<file path="config.mk">
export PLATFORM = sky130hd
export DESIGN_NAME = rs_issue_select
export DESIGN_NICKNAME = d
export VERILOG_FILES = /design/src/rtl/rs_issue_select.sv
export SDC_FILE = /design/constraint.sdc
export NUM_CORES = 1
export LEC_CHECK = 0
export ABC_AREA = 1
export BUFFER_PORTS_ARGS = -buffer_cell sky130_fd_sc_hd__buf_2
export CAP_MARGIN = 5
export CORE_AREA = 4 4 124 126
export CTS_CLUSTER_DIAMETER = 150
export DETAILED_ROUTE_END_ITERATION = 10
export DIE_AREA = 0 0 128 130
export GPL_TIMING_DRIVEN = 0
export SYNTH_ARGS = -nofsm -noshare
export SYNTH_HDL_FRONTEND = slang
export SYNTH_SLANG_ARGS = --single-unit
</file>
<file path="constraint.sdc">
create_clock -name clock -period 1.9 [get_ports clock]
set_clock_uncertainty 0.05 [all_clocks]
set_input_delay 0.475 -clock clock [delete_from_list [all_inputs] [get_ports clock]]
set_output_delay 0.475 -clock clock [all_outputs]
set_load 0.1 [all_outputs]
</file>
<file path="src/rtl/rs_issue_select.sv">
// Issue-stage selector: picks one busy+ready RS entry per cycle and latches it into the IS/EX register.
// Optional macro RS_ISSUE_AGE_SELECT_EN enables oldest-first selection through an age matrix.
module rs_issue_select #(
  parameter int RS_SIZE  = 8,
  parameter int RS_IDX_W = $clog2(RS_SIZE),
  parameter int DATA_W   = 32
) (
  input  logic                            clock,
  input  logic                            reset,
  input  logic [RS_SIZE-1:0]              rs_busy,
  input  logic [RS_SIZE-1:0]              rs_ready,
  input  logic [RS_SIZE-1:0][DATA_W-1:0]  rs_packets,
  input  logic [RS_SIZE-1:0]              alloc_en,
  input  logic                            fu_stall,
  input  logic                            flush,
  output logic [RS_SIZE-1:0]              rs_clear,
  output logic                            is_valid,
  output logic [DATA_W-1:0]               is_packet,
  output logic [RS_IDX_W-1:0]             is_rs_idx
);

  logic [RS_SIZE-1:0]  eligible;
  logic [RS_SIZE-1:0]  cand;
  logic [RS_SIZE-1:0]  win_oh;
  logic [RS_IDX_W-1:0] win_idx;
  logic                have_win;
  logic                advance;

  logic                vld_p1;
  logic [DATA_W-1:0]   pkt_p1;
  logic [RS_IDX_W-1:0] idx_p1;

`ifdef RS_ISSUE_AGE_SELECT_EN
  // older[i][j] = 1 means entry i was allocated before entry j
  logic [RS_SIZE-1:0][RS_SIZE-1:0] older;
  logic [RS_SIZE-1:0]              age_win;

  assign eligible = rs_busy & rs_ready & ~alloc_en;

  always_comb begin
    age_win = eligible;
    for (int i = 0; i < RS_SIZE; i++) begin
      for (int j = 0; j < RS_SIZE; j++) begin
        if (j != i && eligible[j] && !older[i][j]) age_win[i] = 1'b0;
      end
    end
  end

  // An inconsistent matrix (e.g. after reset or flush) falls back to lowest index
  assign cand = (|age_win) ? age_win : eligible;

  always_ff @(posedge clock or posedge reset) begin
    if (reset) begin
      older <= '0;
    end else if (flush) begin
      older <= '0;
    end else begin
      for (int k = 0; k < RS_SIZE; k++) begin
        if (alloc_en[k]) begin
          for (int j = 0; j < RS_SIZE; j++) begin
            older[k][j] <= 1'b0;
            if (j != k) older[j][k] <= 1'b1;
          end
        end
      end
    end
  end
`else
  logic unused_alloc;

  assign unused_alloc = ^alloc_en;
  assign eligible     = rs_busy & rs_ready;
  assign cand         = eligible;
`endif

  // Lowest set bit of the candidate vector gives at most one winner
  assign win_oh   = cand & (~cand + RS_SIZE'(1));
  assign have_win = |cand;

  always_comb begin
    win_idx = '0;
    for (int i = RS_SIZE - 1; i >= 0; i--) begin
      if (cand[i]) win_idx = RS_IDX_W'(i);
    end
  end

  assign advance  = ~vld_p1 | ~fu_stall;
  assign rs_clear = (advance && !flush) ? win_oh : '0;

  // ---- IS/EX issue register (p1) ----
  always_ff @(posedge clock or posedge reset) begin
    if (reset) begin
      vld_p1 <= 1'b0;
      pkt_p1 <= '0;
      idx_p1 <= '0;
    end else if (flush) begin
      vld_p1 <= 1'b0;
    end else if (advance) begin
      vld_p1 <= have_win;
      if (have_win) begin
        pkt_p1 <= rs_packets[win_idx];
        idx_p1 <= win_idx;
      end
    end
  end

  assign is_valid  = vld_p1;
  assign is_packet = pkt_p1;
  assign is_rs_idx = idx_p1;

endmodule

</file>
==> results of run 1 <==
==> per-stage QoR <==
step	power, W	util, %	hold slack, ns	cells	area [um^2]
detailed placement	0.004339	41.29	0.4102	1236	5911
CTS	0.005186	43.40	0.3479	1244	6212
finish	0.005202	44.05	0.3096	1246	6305
global route	0.005490	44.05	0.3916	1246	6305
global placement	0.004329	41.29	0.4099	1236	5911
floorplan	0.003433	-	0.5286	733	4084
==> cell families after synthesis <==
family / Yosys count / synth area share (%)
compound gates: 67 / 8.888
simple gates: 495 / 53.73
buf+inv: 135 / 14.69
flops: 36 / 22.69
==> what timing repair did <==
| action | 4_1_cts | 5_1_grt |
|---|---|---|
| gates resized for setup | 47 | 36 |
| hold buffers | 0 | 0 |
| pin swaps | 3 | 5 |
| buffers inserted | 1 | 2 |
| setup endpoints to repair | 42 | 43 |
==> power by group through the flow <==
stage / combinational (W) / sequential, W / clock (W)
6_report: 0.00333 / 0.00107 / 0.000807
4_1_cts: 0.00331 / 0.00106 / 0.000816
2_1_floorplan: 0.000990 / 0.00244 / 0
3_5_place_dp: 0.00327 / 0.00107 / 0
5_1_grt: 0.00356 / 0.00109 / 0.000849
3_3_place_gp: 0.00326 / 0.00107 / 0
==> state kept, by name (all words and copies together), names as in the netlist <==
name,flops
is_rs_idx,3
is_valid,1
is_packet,32
==> per-layer routing <==
layer / up-vias / wire (um) / global-route usage (%)
li1: 2981 / - / -
met1: 2687 / 8775 / 30.53
met2: 230 / 10350 / 42.11
met3: 16 / 1459 / 4.298
met4: 0 / 264 / 5.680
met5: - / 0 / 0
==> Yosys cell counts (all sizes together) <==
cell type and count:
dfrtp 36, a21boi 1, nand2 273, a21oi 2, o21ai 64, nor2 40
clkbuf 6, nand3b 2, nor3 3, nand3 176, inv 83, buf 46
nor3b 1
==> cell type report <==
cell class | count | area (um^2)
Inverter | 83 | 311.5
Fill cell | 1665 | 8009
Tap cell | 184 | 230.2
Clock inverter | 1 | 5.005
Buffer | 52 | 349.1
Timing Repair Buffer | 322 | 1733
Clock buffer | 6 | 128.9
Sequential cell | 36 | 904.6
Multi-Input combinational cell | 562 | 2643
==> worst max-delay path by stage <==
stage / to / slack, ns
after detailed placement: is_packet[12] / -0.42
final: rs_clear[3] / -0.22
after global routing: rs_clear[3] / -0.27
after global placement: rs_clear[6] / -0.39
after floorplan: rs_clear[3] / -0.48
after CTS: rs_clear[3] / -0.22
==> results.py, run 1 <==
metrics = {
    "status": {
        "status": "complete, but fails checks",
        "violations": "negative setup slack",
    },
    "setup_path": {
        "cp-end-kind": "output port",
        "critPathTopFamily": "simple AND/OR/NAND/NOR gates",
        "critical_path.max_stage_delay_ns": 0.47,
        "crit_cells": 6,
        "required_ns": 1.37,
        "reg2reg_to": "is_packet[18]",
        "r2r_setup_slack_ns": -0.04,
        "crit_slowest_cell": "dfrtp_4",
        "crit_start": "is_valid",
        "ff2ff_path_depth": 10,
        "worst_setup_path_start_kind": "flip-flop",
        "r2r_start": "is_valid",
        "worstPathCellList": "nand2_2 > inv_2 > nor2_4 > nand3_4 > nor3b_4 > buf_12",
        "path_buf_inv": 2,
        "critical_path_class": "reg2out",
        "crit_arrival_ns": 1.59,
        "cp_max_fo": 3,
    },
    "global_route": {
        "grt_pass1_wl_mm": 31.07,
        "grt_pass1_vias": 5787,
        "grt_overflow": 0,
        "track_usage_pct": 23.94,
        "antenna_found_initial": 0,
        "grt_start_max_net_pins": 37,
    },
    "pwr": {
        "peakVddDrop_mv": 0.3247,
        "comb_power_share_pct": 64.0,
        "p_leak_nw": 3.709,
        "intPower_w": 0.002244,
        "switching_share_pct": 56.86,
        "p_seq_share_pct": 20.5,
        "power-per-cell-area_nw_per_um2": 825.1,
        "pwr-share-clk_pct": 15.5,
        "power.switching_w": 0.002958,
    },
    "job": {
        "maxCapViolCount": 0,
    },
    "drt": {
        "via_per_inst": 4.746,
        "dr.pass1.iters": 4,
        "wl_per_cell_um": 16.74,
        "drc": 0,
        "drt_iter0_markers": 327,
        "drt_wl_total_mm": 20.85,
        "postRouteAntennaNets": 0,
        "vias": 5914,
    },
    "synth": {
        "synth_warnings": 0,
        "ys_seq_elements": 36,
        "ys_types": 25,
        "netlist_area_um2": 3970,
        "synth_area_per_cell_um2": 5.416,
        "yosysTopAreaCell": "nand2_1",
        "synth_top_area_share_pct": 25.53,
        "synthCells": 733,
        "ys_seq_area_share_pct": 22.69,
        "syn_nets": 1017,
        "synth_area_leaders": "nand2_1, dfrtp_1, nand3_1, inv_1, buf_2",
    },
    "clock_network": {
        "htree_levels": 2,
        "cts_tree": "done",
        "clk_pin_slew_ns": 0.06,
        "clock-sinks": 36,
        "cts_buffers": 5,
        "cts-root-buf": "clkbuf_16",
        "clock_path_buffers": 2,
        "clk_latency_ns": 0.28,
    },
    "placement": {
        "post-place-ws_ns": -0.4171,
        "globalplace.congestion": 0.8701,
        "dp_hpwl_mm": 16.41,
        "port_buffers": 319,
    },
    "sta": {
        "finalCriticalPeriod_ns": 2.117,
        "rsz0062_at_grt": "true",
        "setup_ws_ns": -0.2167,
        "max_freq_mhz": 472.4,
        "hold_violations": 0,
        "report.final.slew_viol_count": 0,
        "setup_viol": 14,
        "tns_ns": -1.483,
        "worstMarginPinSlew_ns": 0.8395,
        "fin_crit_sh_pct": 111.4,
        "slew_headroom_pct": 43.95,
    },
    "cells_and_area": {
        "layout.nets": 1346,
        "area_growth_pct": 58.81,
        "final_common_cell": "buf_2",
        "antenna_cells": 0,
        "final_layout_size_suffix_gt1_share_pct": 39.36,
        "final_cell_mix": "buf_2, nand2_1, nand3_1",
    },
    "die": {
        "core_area_um2": 14310,
        "die_w_um": 128,
        "die_y_um": 130,
        "design.portCount": 328,
        "start_util_pct": 27.74,
        "num_rows": 44,
        "fp.dieArea_um2": 16640,
    },
    "worst_hold_path": {
        "hold_class": "in2async",
    },
}
Note: power is estimated with default switching activity, not from simulation.
==> run 2, diff against run 1 <==
- BUFFER_PORTS_ARGS: -buffer_cell sky130_fd_sc_hd__buf_2 -> -buffer_cell sky130_fd_sc_hd__clkbuf_2
- CORE_AREA: 4 4 124 126 -> 3 3 127 129
- DIE_AREA: 0 0 128 130 -> 0 0 130 132
==> run 2 against run 1 <==
  * Hold slack worse by 0.0075 ns
  * Via count is 0.19% lower
  * Register-to-register slack hardly changed
  * Wire length is 0.34% higher
  * Sequential share of layout area is 0.12 points lower
  * Flip-flop and latch count stayed put
  * Die area is 3.1% higher
  * Fmax is 0.37% lower
  * Power is 0.24% lower
  * The flow still finishes with violations (negative setup slack)
  * Cell area is 0.87% higher
  * First-iteration DRC count stayed put
  * Highest routed layer is now met5
  * Worst setup slack worse by 0.0078 ns
==> results.py, run 2 (synthesis results as in run 1) <==
metrics = {
    "status": {
        "status": "complete, but fails checks",
        "violations": "negative setup slack",
    },
    "drt": {
        "vias": 5903,
        "drt_iter0_markers": 327,
        "wl_per_cell_um": 16.75,
        "drt_wl_total_mm": 20.92,
        "dr.pass1.iters": 5,
        "drc": 0,
        "via_per_inst": 4.726,
        "postRouteAntennaNets": 0,
    },
    "global_route": {
        "grt_pass1_vias": 5758,
        "grt_pass1_wl_mm": 30.82,
        "antenna_found_initial": 1,
        "track_usage_pct": 23.24,
        "grt_overflow": 0,
        "grt_start_max_net_pins": 37,
    },
    "clock_network": {
        "cts-root-buf": "clkbuf_16",
        "htree_levels": 2,
        "cts_buffers": 5,
        "cts_tree": "done",
        "clk_pin_slew_ns": 0.06,
        "clock-sinks": 36,
        "clk_latency_ns": 0.28,
        "clock_path_buffers": 2,
    },
    "die": {
        "design.portCount": 328,
        "core_area_um2": 15150,
        "die_w_um": 130,
        "num_rows": 45,
        "die_y_um": 132,
        "start_util_pct": 26.21,
        "fp.dieArea_um2": 17160,
    },
    "sta": {
        "slew_headroom_pct": 41.70,
        "worstMarginPinSlew_ns": 0.8745,
        "setup_viol": 14,
        "finalCriticalPeriod_ns": 2.124,
        "report.final.slew_viol_count": 0,
        "setup_ws_ns": -0.2245,
        "fin_crit_sh_pct": 111.8,
        "rsz0062_at_grt": "true",
        "max_freq_mhz": 470.7,
        "hold_violations": 0,
    },
    "setup_path": {
        "crit_slowest_cell": "dfrtp_4",
        "worst_setup_path_start_kind": "flip-flop",
        "worstPathCellList": "nand2_4 > inv_2 > nor2_4 > inv_1 > nor2_4 > clkbuf_8",
        "critical_path_class": "reg2out",
        "cp-end-kind": "output port",
        "critPathTopFamily": "flip-flops",
        "required_ns": 1.37,
        "cp_max_fo": 5,
        "crit_top_cell": "nor2_4",
        "path_buf_inv": 3,
        "crit_arrival_ns": 1.60,
        "critical_path.max_stage_delay_ns": 0.48,
    },
    "cells_and_area": {
        "n_fill_cell": 1754,
        "final_layout_size_suffix_gt1_share_pct": 39.02,
        "final_common_cell": "clkbuf_2",
        "largest_reg_flops": 32,
        "final_cell_mix": "clkbuf_2, nand2_1, nand3_1",
        "final_area_um2": 6360,
        "layout.nets": 1346,
        "fin_util_pct": 41.99,
        "antenna_cells": 0,
        "area_growth_pct": 60.20,
    },
    "placement": {
        "dp_hpwl_mm": 16.49,
        "port_buffers": 319,
        "placedInstanceArea_um2": 5916,
        "globalplace.congestion": 0.8970,
    },
    "pwr": {
        "power-per-cell-area_nw_per_um2": 816.0,
        "peakVddDrop_mv": 0.3234,
        "p_leak_nw": 3.784,
    },
    "job": {
        "maxCapViolCount": 0,
    },
    "worst_hold_path": {
        "hold_class": "in2async",
    },
}
[run 2: changes by cell type in the layout (fill, tap and decap cells not counted), moves of 2 or more]
cell       delta
buf_12        -5
clkbuf_16     +6
clkbuf_2    +309
nor2_2        -2
o21ai_1       +3
buf_2       -320
buf_8         -2
clkbuf_8      +2
nor2_1        +3
o21ai_0       -2
clkbuf_4     +10
[run 2: final cells by class]
cell class	instances	area, um^2	share of cell area (%)
buffer	52	384.1	6.040
multi-input combinational	562	2626	41.29
tap	188	235.2	3.699
timing repair buffer	322	1769	27.82
clock buffer	6	128.9	2.026
sequential	36	904.6	14.22
inverter	83	311.5	4.899
[run 2: worst paths after layout]
| path | from | end | slack [ns] | depth (start not counted) |
|---|---|---|---|---|
| worst max-delay path | is_valid | rs_clear[1] | -0.22 | 6 |
| worst min-delay path | reset | is_packet[26] | 0.30 | 2 |
| worst max register to register | is_valid | is_packet[16] | -0.04 | 10 |
| worst min register to register | is_packet[19] | is_packet[19] | 0.44 | 2 |
| max in group asynchronous | reset | is_valid | 0.84 | 2 |
| min in group clock | flush | is_valid | 0.37 | 2 |
[run 2: where the power goes]
group	internal, W	switching [W]
Clock	0.000472	0.000315
Combinational	0.000820	0.00252
Sequential	0.000956	0.000110
[run 2: through the flow]
stage	total power (W)	hold slack (ns)	setup TNS, ns	worst slack [ns]	instances
after detailed placement	0.004345	0.4265	-14.01	-0.4333	1240
final	0.005190	0.3021	-1.683	-0.2245	1249
after global routing	0.005483	0.3632	-4.372	-0.3001	1249
after CTS	0.005183	0.3431	-1.471	-0.2498	1246
after global placement	0.004337	0.4180	-17.29	-0.4209	1240
after floorplan	0.003433	0.5286	-2.108	-0.4800	733
[run 2: worst reg2reg max path: stages (launching register included)]
cell and delay [ns]:
dfrtp_4 0.48, nand2_4 0.06, inv_2 0.04, nor2_4 0.15
inv_1 0.20, a21oi_4 0.22, inv_2 0.09, buf_6 0.15
buf_2 0.20, nand2_1 0.08, nand3_1 0.07
[run 2: per-layer routing]
layer  up-vias  global-route usage (%)  share of wire [%]
met5         -                       0              0.062
met4         2                   5.370                1.6
met3        24                   4.538                7.2
met2       263                   40.80                 49
met1      2629                   29.12                 42
li1       2985                       -                  -
[run 2: repair_timing]
action | 4_1_cts | 5_1_grt
gates resized for setup | 34 | 53
hold buffers | 0 | 0
pin swaps | 0 | 4
setup endpoints to repair | 42 | 43
setup buffers | 0 | 3
cloned | 0 | 0
